===== src/rtl/snake_head_mover.sv =====
// snake_head_mover: snake head position stepper with IDLE/RUN/PAUSED control, direction filtering and grid wrap-around
//   clk      : clock, all logic on posedge
//   rst      : synchronous active-high reset
//   dir_in   : requested direction (00 up, 01 down, 10 right, 11 left)
//   start    : leaves IDLE for RUN
//   pause    : level, freezes movement while high
//   halt     : pulse, returns to IDLE and the home cell
//   head_x/y : current head cell (y = 0 is the top row)
//   cur_dir  : committed direction
//   step     : one-cycle pulse in the cycle the new cell is shown
//   running  : high in RUN only
module snake_head_mover #(
  parameter int GRID_W   = 32,
  parameter int GRID_H   = 24,
  parameter int MOVE_DIV = 25000000,
  parameter int START_X  = 16,
  parameter int START_Y  = 12
) (
  input  logic       clk,
  input  logic       rst,
  input  logic [1:0] dir_in,
  input  logic       start,
  input  logic       pause,
  input  logic       halt,
  output logic [4:0] head_x,
  output logic [4:0] head_y,
  output logic [1:0] cur_dir,
  output logic       step,
  output logic       running
);
  localparam int CW = $clog2(MOVE_DIV);
  localparam logic [CW-1:0] CNT_MAX = CW'(MOVE_DIV - 1);
  localparam logic [4:0] X_MAX = 5'(GRID_W - 1);
  localparam logic [4:0] Y_MAX = 5'(GRID_H - 1);
  localparam logic [4:0] X_HOME = 5'(START_X);
  localparam logic [4:0] Y_HOME = 5'(START_Y);
  typedef enum logic [1:0] {IDLE, RUN, PAUSED} state_t;
  state_t state, state_nx;
  logic [CW-1:0] cnt;
  logic [1:0] pending;
  logic active, adv, do_step, opp;
  logic [4:0] x_nx, y_nx;
  // A cycle counts toward the next step whenever the block is out of IDLE and
  // pause is low; the edge that resumes from PAUSED therefore also counts, so a
  // step held back by pause lands in the first RUN cycle after resume.
  always_comb begin
    active = state != IDLE;
    adv = active && !pause && !halt;
    do_step = adv && cnt == CNT_MAX;
    state_nx = halt ? IDLE : state == IDLE ? (start ? RUN : IDLE) : pause ? PAUSED : RUN;
    // opposite pairs differ only in the low bit
    opp = (dir_in ^ cur_dir) == 2'b01;
    x_nx = pending == 2'b10 ? (head_x == X_MAX ? 5'd0 : head_x + 5'd1) :
           pending == 2'b11 ? (head_x == 5'd0 ? X_MAX : head_x - 5'd1) : head_x;
    y_nx = pending == 2'b00 ? (head_y == 5'd0 ? Y_MAX : head_y - 5'd1) :
           pending == 2'b01 ? (head_y == Y_MAX ? 5'd0 : head_y + 5'd1) : head_y;
    running = state == RUN;
  end
  always_ff @(posedge clk) begin
    if (rst || halt) begin
      state <= IDLE;
      cnt <= '0;
      pending <= 2'b00;
      cur_dir <= 2'b00;
      head_x <= X_HOME;
      head_y <= Y_HOME;
      step <= 1'b0;
    end else begin
      state <= state_nx;
      step <= do_step;
      if (active && !opp) pending <= dir_in;
      if (adv) cnt <= cnt == CNT_MAX ? '0 : cnt + 1'b1;
      if (do_step) begin
        cur_dir <= pending;
        head_x <= x_nx;
        head_y <= y_nx;
      end
    end
  end
endmodule


===== config.mk =====
export PLATFORM = sky130hd
export DESIGN_NAME = snake_head_mover
export DESIGN_NICKNAME = d
export VERILOG_FILES = /design/src/rtl/snake_head_mover.sv
export SDC_FILE = /design/constraint.sdc
export NUM_CORES = 1
export LEC_CHECK = 0
export CAP_MARGIN = 20
export CORE_MARGIN = 4
export CORE_UTILIZATION = 41
export CTS_CLUSTER_DIAMETER = 50
export CTS_CLUSTER_SIZE = 40
export DETAILED_ROUTE_END_ITERATION = 8
export PLACE_DENSITY = 0.64
export SLEW_MARGIN = 20
export SYNTH_ARGS = -nofsm -noshare
export SYNTH_HDL_FRONTEND = slang
export SYNTH_SLANG_ARGS = --single-unit

===== constraint.sdc =====
create_clock -name clk -period 5.5 [get_ports clk]
set_input_delay 0.825 -clock clk [delete_from_list [all_inputs] [get_ports clk]]
set_output_delay 0.825 -clock clk [all_outputs]
set_load 0.01 [all_outputs]

==> results of run 1 <==
## power groups by stage
stage	logic [mW]	registers [mW]	clock network (mW)
detailed placement	0.0205	0.313	0
floorplan	0.0123	0.312	0
global route	0.0225	0.306	0.227
CTS	0.0206	0.306	0.220
global placement	0.0202	0.313	0
finish	0.0204	0.306	0.211
## Yosys cell counts (all sizes together) (2+ instances only)
master / number
nand3: 16
a21oi: 22
a211oi: 4
nor2: 41
clkbuf: 6
ha: 6
and2: 3
nor2b: 4
nand2: 21
o31ai: 3
a31oi: 4
o21ai: 10
or3b: 2
xor2: 15
xnor2: 3
nor4: 8
dfxtp: 42
nor3: 11
or4: 2
mux2i: 6
buf: 8
or3: 4
and3: 4
or2: 3
a21o: 2
and4: 2
nor4b: 3
inv: 9
nand4: 15
nor3b: 3
## registers in the layout, summed over array words and instances (netlist names)
register,cells
cnt,25
cur_dir,2
head_x,5
head_y,5
pending,2
state,2
step,1
## cell type report
type / instances / area share [%]
clock buffer: 6 / 3.10
clock inverter: 2 / 0.469
inverter: 9 / 1.27
multi-input combinational: 228 / 52.4
sequential: 42 / 31.5
tap: 72 / 3.38
timing repair buffer: 21 / 7.79
## cells by family after synthesis
| family | share of synthesized area, % |
|---|---|
| muxes | 2.58 |
| DFF | 36.1 |
| and+or+nand+nor | 33.8 |
| AOI/OAI and AO/OA | 13.4 |
| adders and majority gates | 3.23 |
| xor gates and xnor gates | 6.77 |
| buffers and inverters | 4.09 |
## tightest hold or removal path: stages (launching register included)
cell and delay (ps):
sky130_fd_sc_hd__dfxtp_1 310, sky130_fd_sc_hd__nor2_1 100, sky130_fd_sc_hd__nor3_1 50
## final timing paths
path / endpoint / slack, ps / cells after the start
setup / recovery: head_y[4] / 2590 / 6
hold / removal: cnt[3] / 490 / 2
setup reg to reg: head_x[2] / 2980 / 5
hold reg to reg: cnt[3] / 490 / 2
## layer usage
metal	vias to the layer above	wire length, microns	track usage (%)
met2	33	2250	24.1
met5	-	0	0
met1	977	2790	21.9
met4	0	63	5.79
met3	7	195	2.88
li1	1083	-	-
## metrics by stage
stage                     total power [mW]  instance area (sq um)  instances  setup WS [ps]
after floorplan                      0.324                   2330        293           3070
final                                0.537                   2670        380           2590
after CTS                            0.546                   2670        380           2610
after global placement               0.333                   2560        372           2330
after detailed placement             0.333                   2570        372           2300
after global routing                 0.555                   2670        380           2460
==> results_dict.tcl, run 1 <==
set metrics [dict create \
    clock_tree.htree_level_count 2 \
    cts_tree "built" \
    ys.flop_type "sky130_fd_sc_hd__dfxtp_1" \
    clockPowerShare_pct 39.3 \
    outcome "finished, final reports clean" \
    post_drt_wl_per_cell_microns 13.9 \
    grt_antenna_before_repair 0 \
    seq_power_share_pct 56.9 \
    ant_cells 0 \
    die_height_microns 83.3 \
    critPathMostFrequentCell "sky130_fd_sc_hd__or3_1" \
    hold_viol_final 0 \
    tightest_pin_transition_ps 808 \
    max-cap-violations 0 \
    finalWeightedCongestion 0.799 \
    period_minus_slack_ps 2910 \
    detail_route.wirelength_mm 5.30 \
    cts.repair_timing.setup_buffer_count 0 \
    final-setup-viol-count 0 \
    path_clk_slew_ps 80 \
    netSwitchingFraction_pct 22.9 \
    ioPinCount 21 \
    critPathLaunch "halt" \
    syn-num-nets 306 \
    holdBufCountCts 0 \
    final_core_util_pct 48.4 \
    slowest_stage "sky130_fd_sc_hd__or3_1" \
    critPathBufInv 1 \
    number_of_remaining_drc_errors 0 \
    final.hold.worst_slack_ps 493 \
    p_int_mw 0.414 \
    path_delay_family "simple AND/OR/NAND/NOR gates" \
    io_buf_count 20 \
    global_route.overflow_total 0 \
    worst-endpoint-arrival_ps 3090 \
    critical_path.cell_chain "clkdlybuf4s50_1, or2_4, or3_1, or3_1, nor4_1, nor3_1" \
    syn_area_sq_um 2330 \
    multiInputGateArea_sq_um 1400 \
    floorplan_core_area_sq_um 5510 \
    worst_r2r_startpoint "cnt[11]" \
    place_hpwl_mm 3.73 \
    total_via_count_in_the_routed_design 2100 \
    cell_type_with_the_largest_total_area_after_synthesis "sky130_fd_sc_hd__dfxtp_1" \
    unrepaired_setup_endpoints_after_global_routing "no" \
    synth.top_cell.area_share_pct 36.1 \
    skew_ps 7.94 \
    setup.worst_path.start_class "input port" \
    dieArea_sq_um 6950 \
    track_usage_pct 15.7 \
    n_fill_cell 543 \
    power.density_nw_per_um2 202 \
    edff_count_synth 0 \
    setup.worst_path.end_class "flop" \
    vias_per_cell 5.53 \
    fmax_mhz 343 \
    power.net_switching_mw 0.123 \
    p_leak_nw 0.880 \
    post_route_cells_drive_above_1_share_pct 6.49 \
    critical_path.max_fanout 17 \
    path_category_of_the_worst_min_delay_check "flop to flop" \
    synth.distinct_cells 49 \
    cts_resized 0 \
    syn_avg_cell_area_sq_um 7.94 \
    synth_async_sr_flop_share_pct 0 \
    grt_start_max_net_pins 22 \
    fp.dieW_microns 83.3 \
    vdd_ir_max_uv 183 \
    drv_slew 0 \
    synth-warning-count 0 \
    period_share_pct 52.9 \
    layout.area.seq_sq_um 841 \
    most-common-layout-cells "sky130_fd_sc_hd__dfxtp_1, sky130_fd_sc_hd__nor2_1, sky130_fd_sc_hd__a21oi_1" \
    critical_path_required_ps 5680 \
    drt_iter0_drc 69 \
    clock_sinks 42 \
    antenna_left 0 \
    totalNegativeSetupSlack_ps 0 \
    slew_headroom_pct 46.0 \
    post_synth_main_area_contributors "sky130_fd_sc_hd__dfxtp_1, sky130_fd_sc_hd__nor2_1, sky130_fd_sc_hd__xor2_1" \
    synth_cells 293 \
    area_delta_synth_final_pct 14.5 \
    timing.setup.critical_path_class "input port to flop" \
    drt_first_pass_iters 4 \
    synth.yosys.seq_area_share_pct 36.1 \
    hold_start "cnt[3]" \
    grt_pass1_vias 1978 \
    cpPeakStageDelay_ps 560 \
    cts-root-to-sink-buffers 2 \
    initial_core_utilization_pct 42.3 \
    grt_pass1_wl_mm 9.15 \
    root_buffer "sky130_fd_sc_hd__clkbuf_8" \
    p_comb_share_pct 3.8 \
    std_cell_rows 27 \
    leading_cell_type_in_the_layout_fill_and_taps_excluded "sky130_fd_sc_hd__dfxtp_1" \
    cts_inserted_buffers 5 \
    number_of_nets_in_the_layout 320 \
    yosys_register_bits 42 \
    worstSkewPairLatency_ps 300 \
]
(Power assumes the default switching activity.)
==> inputs of run 2 (changes only) <==
==> constraint.sdc (replaced) <==
create_clock -name clk -period 2.93 [get_ports clk]
set_input_delay 0.4395 -clock clk [delete_from_list [all_inputs] [get_ports clk]]
set_output_delay 0.4395 -clock clk [all_outputs]
set_load 0.01 [all_outputs]
==> run 2 against run 1 <==
Compared with the run above:
- sequential cell count did not move
- sequential share of layout area fell by 0.61 points
- register-to-register slack got worse by 2300 ps
- largest cell class unchanged
- cell count rose by 1.6%
- cell area rose by 2.0%
==> results_dict.tcl, run 2 (synthesis gave the netlist of run 1 again) <==
set metrics [dict create \
    outcome "finished, final reports clean" \
    tightest_pin_transition_ps 506 \
    fmax_mhz 409 \
    drt_first_pass_iters 4 \
    final_core_util_pct 49.4 \
    grt_pass1_vias 2030 \
    largest-register "cnt" \
    worstSkewPairLatency_ps 290 \
    finalWeightedCongestion 0.815 \
    post_drt_wl_per_cell_microns 14.2 \
    hold_viol_final 0 \
    period_minus_slack_ps 2450 \
    cts-root-to-sink-buffers 2 \
    cts_resized 0 \
    slowest_stage "sky130_fd_sc_hd__or3_1" \
    grt_antenna_before_repair 0 \
    critPathBufInv 1 \
    global_route.overflow_total 0 \
    setup.worst_path.start_class "input port" \
    vdd_ir_max_uv 157 \
    clock_sinks 42 \
    detail_route.wirelength_mm 5.48 \
    timing.setup.critical_path_class "input port to flop" \
    most-common-layout-cells "sky130_fd_sc_hd__dfxtp_1, sky130_fd_sc_hd__nor2_1, sky130_fd_sc_hd__a21oi_1" \
    grt_start_max_net_pins 22 \
    worst-endpoint-arrival_ps 2620 \
    holdBufCountCts 0 \
    post_route_cells_drive_above_1_share_pct 7.96 \
    final-setup-viol-count 0 \
    critical_path.max_fanout 13 \
    setup.worst_path.end_class "flop" \
    ioPinCount 21 \
    fin_cells 386 \
    die_height_microns 83.3 \
    fp.dieW_microns 83.3 \
    grt_most_used_layer "met2" \
    flip_flop_count_of_the_largest_register_after_layout 25 \
    period_share_pct 83.5 \
    p_leak_nw 0.921 \
    floorplan_core_area_sq_um 5510 \
    cts_tree "built" \
    root_buffer "sky130_fd_sc_hd__clkbuf_8" \
    grtUsageMet2_pct 27.0 \
    drt_iter0_drc 107 \
    cts_inserted_buffers 5 \
    final.hold.worst_slack_ps 495 \
    use_met1_pct 22.2 \
    cpPeakStageDelay_ps 540 \
    clock_tree.htree_level_count 2 \
    leading_cell_type_in_the_layout_fill_and_taps_excluded "sky130_fd_sc_hd__dfxtp_1" \
    total_via_count_in_the_routed_design 2155 \
    std_cell_rows 27 \
    place_hpwl_mm 3.84 \
    track_usage_pct 16.7 \
    totalNegativeSetupSlack_ps 0 \
    met3_usage_pct 3.97 \
    path_delay_family "simple AND/OR/NAND/NOR gates" \
    max-cap-violations 0 \
    n_fill_cell 542 \
    grt_pass1_wl_mm 9.65 \
    cp.depth 6 \
    vias_per_cell 5.58 \
    layout.area.seq_sq_um 841 \
    holdPathStages 2 \
    dp_cells 378 \
    critical_path.cell_chain "clkdlybuf4s50_1, or2_4, or3_1, or3_1, nor4_1, nor3_1" \
    area_delta_synth_final_pct 16.8 \
    unrepaired_setup_endpoints_after_global_routing "no" \
    dieArea_sq_um 6950 \
    multiInputGateArea_sq_um 1390 \
    drv_slew 0 \
    critPathMostFrequentCell "sky130_fd_sc_hd__or3_1" \
    ant_cells 0 \
    io_buf_count 20 \
    skew_ps 5.88 \
    antenna_left 0 \
    layout_top_registers "cnt x25, head_x x5, head_y x5" \
    post-layout-total-power_mw 1.07 \
    slew_headroom_pct 66.2 \
    critical_path_required_ps 3100 \
    power.density_nw_per_um2 392 \
    number_of_remaining_drc_errors 0 \
    initial_core_utilization_pct 42.3 \
    path_clk_slew_ps 80 \
    path_category_of_the_worst_min_delay_check "flop to flop" \
    r2r_cells 6 \
    number_of_nets_in_the_layout 326 \
    cts.repair_timing.setup_buffer_count 0 \
]
## run 2: changes by cell type in the layout (fill, tap and decap cells not counted), sizes merged
cell,change
buf,+6
bufinv,+1
clkbuf,-1
clkinv,+1
clkinvlp,-1
## run 2: stage by stage
stage	worst slack (ps)	area, sq um
final	485	2720
after global routing	292	2720
after CTS	485	2720
after detailed placement	164	2610
after global placement	221	2610
after floorplan	884	2330
## run 2: tightest hold or removal path, stage by stage (launching register included)
cell and delay, ps:
sky130_fd_sc_hd__dfxtp_1 340, sky130_fd_sc_hd__nand2_1 60, sky130_fd_sc_hd__a21oi_1 50
## run 2: area by class of cell
cell class	instances	area share [%]
sequential	42	30.9
timing repair buffer	27	9.30
clock buffer	5	2.53
tap	72	3.31
multi-input combinational	228	51.2
clock inverter	3	1.47
inverter	9	1.24
## run 2: worst paths after layout
path,startpoint,to,slack (ps)
hold reg to reg,cur_dir[1],cur_dir[1],500
hold / removal,cur_dir[1],cur_dir[1],500
setup / recovery,halt,head_y[4],480
setup reg to reg,cnt[0],head_x[2],730
## run 2: power breakdown
| part | internal [mW] | total, mW | leakage, nW | switching (mW) |
|---|---|---|---|---|
| Clock | 0.251 | 0.453 | 0.0579 | 0.202 |
| Combinational | 0.0170 | 0.0390 | 0.524 | 0.0219 |
| Sequential | 0.572 | 0.574 | 0.338 | 0.00226 |
## run 2: metal layers
| layer | vias up | share of wire, % |
|---|---|---|
| met3 | 5 | 6.4 |
| met2 | 62 | 45 |
| met5 | - | 0 |
| met1 | 997 | 48 |
| li1 | 1091 | - |
| met4 | 0 | 0.77 |
